File: src/rtl/instr_fetch_if.sv
// Signal bundle between the instruction fetch unit, the decode stage and instruction memory.
// The master modport is the fetch unit; the slave modport is everything around it.
interface instr_fetch_if;
   logic        en_pc;
   logic        en_IF;
   logic        flush;
   logic        pcSrc;
   logic [31:0] branchPC;
   logic        imem_req;
   logic [31:0] imem_addr;
   logic        imem_gnt;
   logic        imem_rvalid;
   logic [31:0] imem_rdata;
   logic [31:0] if_pc;
   logic [31:0] if_instr;
   logic        if_valid;

   modport master (
      input  en_pc, en_IF, flush, pcSrc, branchPC,
      input  imem_gnt, imem_rvalid, imem_rdata,
      output imem_req, imem_addr,
      output if_pc, if_instr, if_valid
   );

   modport slave (
      output en_pc, en_IF, flush, pcSrc, branchPC,
      output imem_gnt, imem_rvalid, imem_rdata,
      input  imem_req, imem_addr,
      input  if_pc, if_instr, if_valid
   );
endinterface

File: src/rtl/instr_fetch_unit.sv
// IF stage: owns the fetch PC, runs one outstanding req/gnt/rvalid transaction at a time,
// buffers returned words in a small FIFO and feeds the IF/ID register with stall/flush/redirect.
module instr_fetch_unit #(
   parameter logic [31:0] RESET_PC  = 32'h0000_0000,
   parameter int          BUF_DEPTH = 2,
   parameter logic [31:0] NOP_INSTR = 32'h0000_0000
) (
   input  logic          clk,
   input  logic          rst,
   instr_fetch_if.master bus
);

   localparam int PW = (BUF_DEPTH > 1) ? $clog2(BUF_DEPTH) : 1;
   localparam int CW = $clog2(BUF_DEPTH + 1);

   typedef enum logic [1:0] {IDLE, WAIT, DISCARD} state_t;

   state_t          state_reg, state_next;
   logic [31:0]     fpc_reg;
   logic [31:0]     req_pc_reg;
   logic [31:0]     buf_pc    [BUF_DEPTH];
   logic [31:0]     buf_instr [BUF_DEPTH];
   logic [PW-1:0]   rd_ptr_reg, wr_ptr_reg;
   logic [CW-1:0]   count_reg;
   logic [31:0]     if_pc_reg, if_instr_reg;
   logic            if_valid_reg;

   logic            req, grant, push, pop, empty;

   function automatic logic [PW-1:0] ptr_inc(input logic [PW-1:0] p);
      return (p == PW'(BUF_DEPTH - 1)) ? '0 : p + PW'(1);
   endfunction

   always_ff @(posedge clk or posedge rst) begin
      if (rst) state_reg <= IDLE;
      else     state_reg <= state_next;
   end

   always_comb begin
      state_next = state_reg;
      case (state_reg)
         IDLE:    if (grant) state_next = WAIT;
         WAIT:    if (bus.imem_rvalid) state_next = IDLE;
                  else if (bus.pcSrc)  state_next = DISCARD;
         DISCARD: if (bus.imem_rvalid) state_next = IDLE;
         default: state_next = IDLE;
      endcase
   end

   // Requests only launch when the FIFO has a free slot, so a response can always be pushed.
   always_comb begin
      req  = 1'b0;
      push = 1'b0;
      if (!rst && state_reg == IDLE && bus.en_pc && !bus.pcSrc &&
          count_reg < CW'(BUF_DEPTH))
         req = 1'b1;
      if (state_reg == WAIT && bus.imem_rvalid && !bus.pcSrc)
         push = 1'b1;
   end

   assign grant         = req & bus.imem_gnt;
   assign bus.imem_req  = req;
   assign bus.imem_addr = fpc_reg;
   assign empty         = (count_reg == '0);
   assign pop           = !bus.pcSrc && (bus.flush || bus.en_IF) && !empty;

   always_ff @(posedge clk or posedge rst) begin
      if (rst) begin
         fpc_reg    <= RESET_PC;
         req_pc_reg <= '0;
      end else if (bus.pcSrc) begin
         fpc_reg    <= bus.branchPC;
      end else if (grant) begin
         req_pc_reg <= fpc_reg;
         fpc_reg    <= fpc_reg + 32'd4;
      end
   end

   always_ff @(posedge clk or posedge rst) begin
      if (rst) begin
         rd_ptr_reg <= '0;
         wr_ptr_reg <= '0;
         count_reg  <= '0;
      end else if (bus.pcSrc) begin
         rd_ptr_reg <= '0;
         wr_ptr_reg <= '0;
         count_reg  <= '0;
      end else begin
         if (push) wr_ptr_reg <= ptr_inc(wr_ptr_reg);
         if (pop)  rd_ptr_reg <= ptr_inc(rd_ptr_reg);
         case ({push, pop})
            2'b10:   count_reg <= count_reg + CW'(1);
            2'b01:   count_reg <= count_reg - CW'(1);
            default: count_reg <= count_reg;
         endcase
      end
   end

   // Entry storage needs no reset: count_reg decides which slots are meaningful.
   generate
      for (genvar gi = 0; gi < BUF_DEPTH; gi++) begin : g_entry
         always_ff @(posedge clk) begin
            if (push && wr_ptr_reg == PW'(gi)) begin
               buf_pc[gi]    <= req_pc_reg;
               buf_instr[gi] <= bus.imem_rdata;
            end
         end
      end
   endgenerate

   always_ff @(posedge clk or posedge rst) begin
      if (rst) begin
         if_pc_reg    <= '0;
         if_instr_reg <= NOP_INSTR;
         if_valid_reg <= 1'b0;
      end else if (bus.pcSrc || bus.flush) begin
         if_instr_reg <= NOP_INSTR;
         if_valid_reg <= 1'b0;
      end else if (bus.en_IF) begin
         if (!empty) begin
            if_pc_reg    <= buf_pc[rd_ptr_reg];
            if_instr_reg <= buf_instr[rd_ptr_reg];
            if_valid_reg <= 1'b1;
         end else begin
            if_instr_reg <= NOP_INSTR;
            if_valid_reg <= 1'b0;
         end
      end
   end

   assign bus.if_pc    = if_pc_reg;
   assign bus.if_instr = if_instr_reg;
   assign bus.if_valid = if_valid_reg;

endmodule

File: src/flat_wrapper.sv
// flat-port wrapper written by rule: the top's interface ports become plain ports
module instr_fetch_unit_flat 
#(
   parameter logic [31:0] RESET_PC  = 32'h0000_0000,
   parameter int          BUF_DEPTH = 2,
   parameter logic [31:0] NOP_INSTR = 32'h0000_0000
)
  (clk, rst, bus_en_pc, bus_en_IF, bus_flush, bus_pcSrc, bus_branchPC, bus_imem_gnt, bus_imem_rvalid, bus_imem_rdata, bus_imem_req, bus_imem_addr, bus_if_pc, bus_if_instr, bus_if_valid);
  instr_fetch_if bus_i ();
  input  logic clk;
  input  logic rst;
  input wire logic [$bits(bus_i.en_pc)-1:0] bus_en_pc;
  input wire logic [$bits(bus_i.en_IF)-1:0] bus_en_IF;
  input wire logic [$bits(bus_i.flush)-1:0] bus_flush;
  input wire logic [$bits(bus_i.pcSrc)-1:0] bus_pcSrc;
  input wire logic [$bits(bus_i.branchPC)-1:0] bus_branchPC;
  input wire logic [$bits(bus_i.imem_gnt)-1:0] bus_imem_gnt;
  input wire logic [$bits(bus_i.imem_rvalid)-1:0] bus_imem_rvalid;
  input wire logic [$bits(bus_i.imem_rdata)-1:0] bus_imem_rdata;
  output wire logic [$bits(bus_i.imem_req)-1:0] bus_imem_req;
  output wire logic [$bits(bus_i.imem_addr)-1:0] bus_imem_addr;
  output wire logic [$bits(bus_i.if_pc)-1:0] bus_if_pc;
  output wire logic [$bits(bus_i.if_instr)-1:0] bus_if_instr;
  output wire logic [$bits(bus_i.if_valid)-1:0] bus_if_valid;
  assign bus_i.en_pc = bus_en_pc;
  assign bus_i.en_IF = bus_en_IF;
  assign bus_i.flush = bus_flush;
  assign bus_i.pcSrc = bus_pcSrc;
  assign bus_i.branchPC = bus_branchPC;
  assign bus_i.imem_gnt = bus_imem_gnt;
  assign bus_i.imem_rvalid = bus_imem_rvalid;
  assign bus_i.imem_rdata = bus_imem_rdata;
  assign bus_imem_req = bus_i.imem_req;
  assign bus_imem_addr = bus_i.imem_addr;
  assign bus_if_pc = bus_i.if_pc;
  assign bus_if_instr = bus_i.if_instr;
  assign bus_if_valid = bus_i.if_valid;
  instr_fetch_unit #(.RESET_PC(RESET_PC), .BUF_DEPTH(BUF_DEPTH), .NOP_INSTR(NOP_INSTR)) u_core (.clk(clk), .rst(rst), .bus(bus_i));
endmodule
File: config.mk
export PLATFORM = sky130hd
export DESIGN_NAME = instr_fetch_unit_flat
export DESIGN_NICKNAME = d
export VERILOG_FILES = /design/src/rtl/instr_fetch_if.sv /design/src/rtl/instr_fetch_unit.sv /design/src/flat_wrapper.sv
export SDC_FILE = /design/constraint.sdc
export NUM_CORES = 1
export LEC_CHECK = 0
export CAP_MARGIN = 20
export CORE_ASPECT_RATIO = 2
export CORE_MARGIN = 2
export CORE_UTILIZATION = 53
export CTS_CLUSTER_SIZE = 12
export DETAILED_ROUTE_END_ITERATION = 8
export PLACE_DENSITY_LB_ADDON = 0.1
export SLEW_MARGIN = 30
export SYNTH_ARGS = -nofsm -noshare
export SYNTH_HDL_FRONTEND = slang
export SYNTH_SLANG_ARGS = --single-unit
File: constraint.sdc
create_clock -name clk -period 6.68 [get_ports clk]
set_input_delay 1.67 -clock clk [delete_from_list [all_inputs] [get_ports clk]]
set_output_delay 1.67 -clock clk [all_outputs]
set_load 0.02 [all_outputs]
---- Yosys cells after proc, flatten, opt, wreduce, memory -nomap -nowiden ----
Memories as Yosys holds them, arrays and structs flattened. A register that Yosys moved wholly into a read port is not among the register bits.
Index checks and enable logic that the tools add are counted.
storage, ports and cells
  register bits after elaboration ......... 103
  RAM bits ................................ 128
  bits of input ports ..................... 72
  word-level logic and storage cells ...... 88
  memories kept ........................... 2
memory list
  name              words  width  rd ports  clocked after memory_dff  wr ports  RTL line                source
  u_core.buf_instr  2      32     1         0                         1         instr_fetch_unit.sv:22  logic [31:0] buf_instr [BUF_DEPTH];
  u_core.buf_pc     2      32     1         1                         1         instr_fetch_unit.sv:21  logic [31:0] buf_pc [BUF_DEPTH];
operators by class
  $add $sub $neg .......................... 5
  $lt $le $gt $ge ......................... 1
  eq/ne operators ......................... 7
  muxes and demuxes ....................... 33
  bitwise logic cells ..................... 5
  reductions and logical operators ........ 27
operator list
  operator                                                               count
  32-bit two-way mux                                                     7
  32-bit OR reduction                                                    2
  32-bit by 3-bit adder with 32-bit output, second input constant        1
  1-bit two-way mux                                                      19
  1-bit logical AND                                                      10
  2-bit two-way mux                                                      5
  2-bit nonzero test                                                     4
  2-bit one-hot mux with 3 select lines                                  1
  3-bit AND reduction                                                    2
  2-bit by 1-bit equality test with 1-bit output, second input constant  2
  2-bit equality test, second input constant                             2
  2-bit zero test                                                        2
  1-bit NOT                                                              4
  2-bit one-hot mux with 2 select lines                                  1
  1-bit zero test                                                        3
  3-bit != test, second input constant                                   1
  3-bit nonzero test                                                     1
  1-bit adder, second input constant                                     2
  2-bit by 1-bit adder with 2-bit output, second input constant          1
  1-bit logical OR                                                       2
  2-bit < comparator, second input constant                              1
  2-bit by 1-bit != test with 1-bit output, second input constant        1
  2-bit != test, second input constant                                   1
  2-bit AND reduction                                                    1
  2 further kinds                                                        2

---- Logic depth before layout (Yosys ltp) ----
  depth after elaboration ................. 9
  mapped depth ............................ 8
  mapped depth without buffers ............ 6

---- Least setup slack after synthesis ----
No wires, ideal clock.
  path type ............................... in2reg
  start point ............................. input bus_pcSrc
  end point ............................... memory u_core.buf_instr[1][0] (enable)
  data arrival time ....................... 6914 ps
  slack ................................... -812 ps
  cell stages on the path ................. 4
  buffers on the path ..................... 3
  path through ............................ buf_6 clkbuf_1 clkbuf_1 nor3b_1
on the way
  word-level cells in the longest chain between the ends .. 8
  elaborated cells between the ends (all ways) .. 12
RTL lines
  item                                     RTL line                 source
  start, declared                          flat_wrapper.sv:15       input wire logic [$bits(bus_i.pcSrc)-1:0] bus_pcSrc;
  1-bit zero test (*)                      instr_fetch_unit.sv:57   if (state_reg == WAIT && bus.imem_rvalid && !bus.pcSrc)
  1-bit logical AND (*)                    instr_fetch_unit.sv:57
  1-bit two-way mux (*)                    instr_fetch_unit.sv:57
  1-bit logical AND                        instr_fetch_unit.sv:103  if (push && wr_ptr_reg == PW'(gi)) begin
  1-bit two-way mux                        instr_fetch_unit.sv:103
  1-bit two-way mux (not written as such)  instr_fetch_unit.sv:105  buf_instr[gi] <= bus.imem_rdata;
  32-bit OR reduction (no source line)     n/a
  1-bit two-way mux (no source line)       n/a
  end, declared                            instr_fetch_unit.sv:22
Mark *: on every way between the ends. The rest lies on a longest branch, timed or not.

---- Worst setup path after layout ----
  start point ............................. input bus_pcSrc
  end point ............................... output bus_imem_req
on the way
  word-level cells in the longest chain between the ends .. 4
RTL lines
  item                             RTL line                source
  1-bit zero test                  instr_fetch_unit.sv:54  if (!rst && state_reg == IDLE && bus.en_pc && !bus.pcSrc &&
  1-bit logical AND (2 in series)  instr_fetch_unit.sv:54
  1-bit two-way mux                instr_fetch_unit.sv:54
  end, declared                    flat_wrapper.sv:20      output wire logic [$bits(bus_i.imem_req)-1:0] bus_imem_req;
Every way passes these cells.

==> impl_metrics.env <==
export IMPL_clock_skew_ns=0.0134
export IMPL_hold_path_startpoint="u_core.req_pc_reg[16]$_DFFE_PP0P_"
export IMPL_diodes=0
export IMPL_hold_path_class="reg -> reg"
export IMPL_ff2ff_setup_slack_ns=3.94
export IMPL_clock_sinks=263
export IMPL_setup_viol=0
export IMPL_min_period_ns=5.00
export IMPL_max_slew_margin=0.344
export IMPL_p_switching_uw=786
export IMPL_power_density_nw_per_um2=270
export IMPL_grt_ovfl_total=0
export IMPL_placement_io_buffers=169
export IMPL_seqPwrFrac=0.541
export IMPL_max_cap_viol_count=0
export IMPL_finalHoldViolations=0
export IMPL_cts_tree="yes"
export IMPL_io_pin_count=170
export IMPL_critical_path_slowest_cell="clkdlybuf4s50_1"
export IMPL_r2r_cells=5
export IMPL_cts_root_buf="clkbuf_16"
export IMPL_cp_required_ns=5.01
export IMPL_ys_seq_area_frac=0.708
export IMPL_synth_edf_count=128
export IMPL_rsz0062_at_grt="no"
export IMPL_async_reset_ff_frac=0.513
export IMPL_critPathMaxFanout=8
export IMPL_top_regs="u_core.buf_instr x64, u_core.buf_pc x64"
export IMPL_r2r_start="u_core.state_reg[1]$_DFFE_PP0P_"
export IMPL_wl_per_cell_um=17.8
export IMPL_die_area_um2=20400
export IMPL_yosysTopAreaCellShare=0.377
export IMPL_synth_seq_cells=263
export IMPL_h_tree_depth=1
export IMPL_cp_end_kind="primary output"
export IMPL_rows=71
export IMPL_status="completed"
export IMPL_worstHoldEndpoint="u_core.buf_pc[0][16]$_DFFE_PP_"
export IMPL_ir_worst_vdd_mv=0.235
export IMPL_worstSetupPathType="in -> out"
export IMPL_initial_utilization=0.541
export IMPL_gr_usage_all_layers=0.218
export IMPL_fin_hold_ws_ns=0.467
export IMPL_slowest_delay_ns=0.63
export IMPL_synthFlopType="dfrtp_1"
export IMPL_p_int_mw=2.69
export IMPL_synthToLayoutAreaGrowth_pct=26.4
export IMPL_fp_dieW_um=102
export IMPL_die_h_um=200
export IMPL_synth_common_cells="194 x nand2_1, 135 x dfrtp_1, 128 x edfxtp_1"
export IMPL_combPwrFrac=0.083
export IMPL_worstSkewPairLatency_ns=0.51
export IMPL_drive_gt1_frac=0.0509
export IMPL_fmax_mhz=200
export IMPL_p_leak_nw=4.94
export IMPL_cts_setup_buffers=0
export IMPL_p_sw_frac=0.226
export IMPL_grt_use_met1=0.256
export IMPL_yosysMostFrequentCell="nand2_1"
export IMPL_fillers=1446
export IMPL_final_cells=1237
export IMPL_grt_pass1_wl_um=35600
export IMPL_dp_cells=1189
export IMPL_cp_cell_sequence="buf_2 -> or4_4 -> nor3b_1 -> clkdlybuf4s50_1"
export IMPL_core_region_area_um2=18800
export IMPL_antenna_left=0
export IMPL_cts_hold_buffers_added=0
export IMPL_grt_max_degree=98
export IMPL_cts_inserted_buffers=26
export IMPL_drcViolationCount=0
export IMPL_post_route_period_util=0.749
export IMPL_grt_use_met3=0.0279
export IMPL_cts_buffer_depth=3
export IMPL_first_iter_violations=225
export IMPL_arrival_ns=3.33
export IMPL_worstHoldPathCells=0
export IMPL_synth_net_count=872
export IMPL_path_clk_slew_ns=0.06
export IMPL_setup_tns_ns=0
export IMPL_yosys_area_top_type="edfxtp_1"
export IMPL_busiest_layer="met2"
export IMPL_vias_per_cell=5.50
export IMPL_dr_pass1_iters=5
export IMPL_clockPowerShare=0.376
export IMPL_fin_nets=1035
export IMPL_antenna_found_initial=0
export IMPL_vias=6809
export IMPL_syn_avg_cell_area_um2=12.8
export IMPL_synthesis_instances=799
export IMPL_met2_usage=0.396
export IMPL_syn_area_um2=10200
export IMPL_drt_total_wl_um=22000
export IMPL_gp_congestion=0.837
export IMPL_tightest_slew_ns=0.980
export IMPL_yosysWarnings=0
export IMPL_maxSlewViolCount=0
export IMPL_yosys_cell_types_count=48
export IMPL_cp_start_kind="input pin"
export IMPL_grt_pass1_vias=7185
export IMPL_cts_resized=0
export IMPL_regToRegEndpoint="u_core.bus.imem_addr[17]$_DFFE_PP0P_"
export IMPL_p_total_mw=3.48
export IMPL_synth_area_leaders="edfxtp_1 38%, dfrtp_1 33%, nand2_1 7.1%"
export IMPL_dp_hpwl_um=14200
## stage by stage
| stage | instance area, µm² | util | setup slack (ns) |
|---|---|---|---|
| final | 12900 | 0.685 | 1.68 |
| after global routing | 12900 | 0.685 | 1.63 |
| after CTS | 12900 | 0.684 | 1.66 |
| after global placement | 12100 | 0.643 | 1.67 |
| after detailed placement | 12100 | 0.644 | 1.68 |
| after floorplan | 10200 | - | 1.40 |
## cell families after synthesis
family,Yosys count,share of synthesized area
AND/OR/NAND/NOR,287,0.126
flip-flops,263,0.708
AO/OA/AOI/OAI,130,0.0746
multiplexers,67,0.0660
buffers and inverters,47,0.0201
XOR/XNOR,4,0.00344
adder cells (fa/ha/maj),1,0.00123
## layout by cell type (no fill, tap or decap), types with 3 or more instances in the layout
cell type        instances
nor2_1                  16
mux2i_1                 65
or3_1                    4
clkbuf_16               27
a21oi_1                  7
o21ai_0                 88
clkbuf_1                19
o211ai_1                 6
a221o_1                  4
nor3_1                   5
nand4_1                 13
a22oi_1                  4
a32oi_1                  4
a41oi_1                  3
and3_1                   5
inv_1                    3
edfxtp_1               128
and4_1                   4
nand2_1                194
xor2_1                   3
o311ai_0                 6
nand3_1                 17
nor2b_1                 10
clkdlybuf4s50_1        168
dfrtp_1                134
buf_4                    8
## how the worst max path moves through the flow
stage / from / endpoint / slack (ns) / depth (start not counted)
after global placement: bus_pcSrc / bus_imem_req / 1.67 / 4
after CTS: bus_pcSrc / bus_imem_req / 1.66 / 4
after floorplan: rst / u_core.bus.if_instr[0]$_DFFE_PP0P_ / 1.40 / 1
after global routing: bus_pcSrc / bus_imem_req / 1.63 / 4
after detailed placement: bus_pcSrc / bus_imem_req / 1.68 / 4
final: bus_pcSrc / bus_imem_req / 1.68 / 4
## power by group through the flow
stage,logic (mW),clock network [mW],registers [mW]
final,0.288,1.31,1.88
after global routing,0.317,1.40,1.90
after CTS,0.292,1.34,1.88
after detailed placement,0.290,0,1.91
after global placement,0.280,0,1.90
after floorplan,0.112,0,1.92
## layer usage
| metal | part of all wire | up-vias |
|---|---|---|
| li1 | - | 3191 |
| met1 | 0.38 | 3325 |
| met2 | 0.54 | 244 |
| met3 | 0.049 | 49 |
| met4 | 0.035 | 0 |
| met5 | 0 | - |
## critical path: cells and delay by family
family / cells / cell delay [ns]
AND/OR/NAND/NOR: 2 / 0.82
buffers and inverters: 2 / 0.83
## cell type report
| cell class | count | area (µm²) | share of cell area |
|---|---|---|---|
| clock buffers | 46 | 747 | 0.0579 |
| inverters | 4 | 20.0 | 0.00155 |
| well taps | 255 | 319 | 0.0247 |
| multi-input cells | 489 | 2800 | 0.217 |
| flip-flops and latches | 263 | 7230 | 0.560 |
| repair buffers | 178 | 1770 | 0.137 |
| clock inverters | 2 | 12.5 | 0.000970 |
Power figures use the tool's default switching activity.
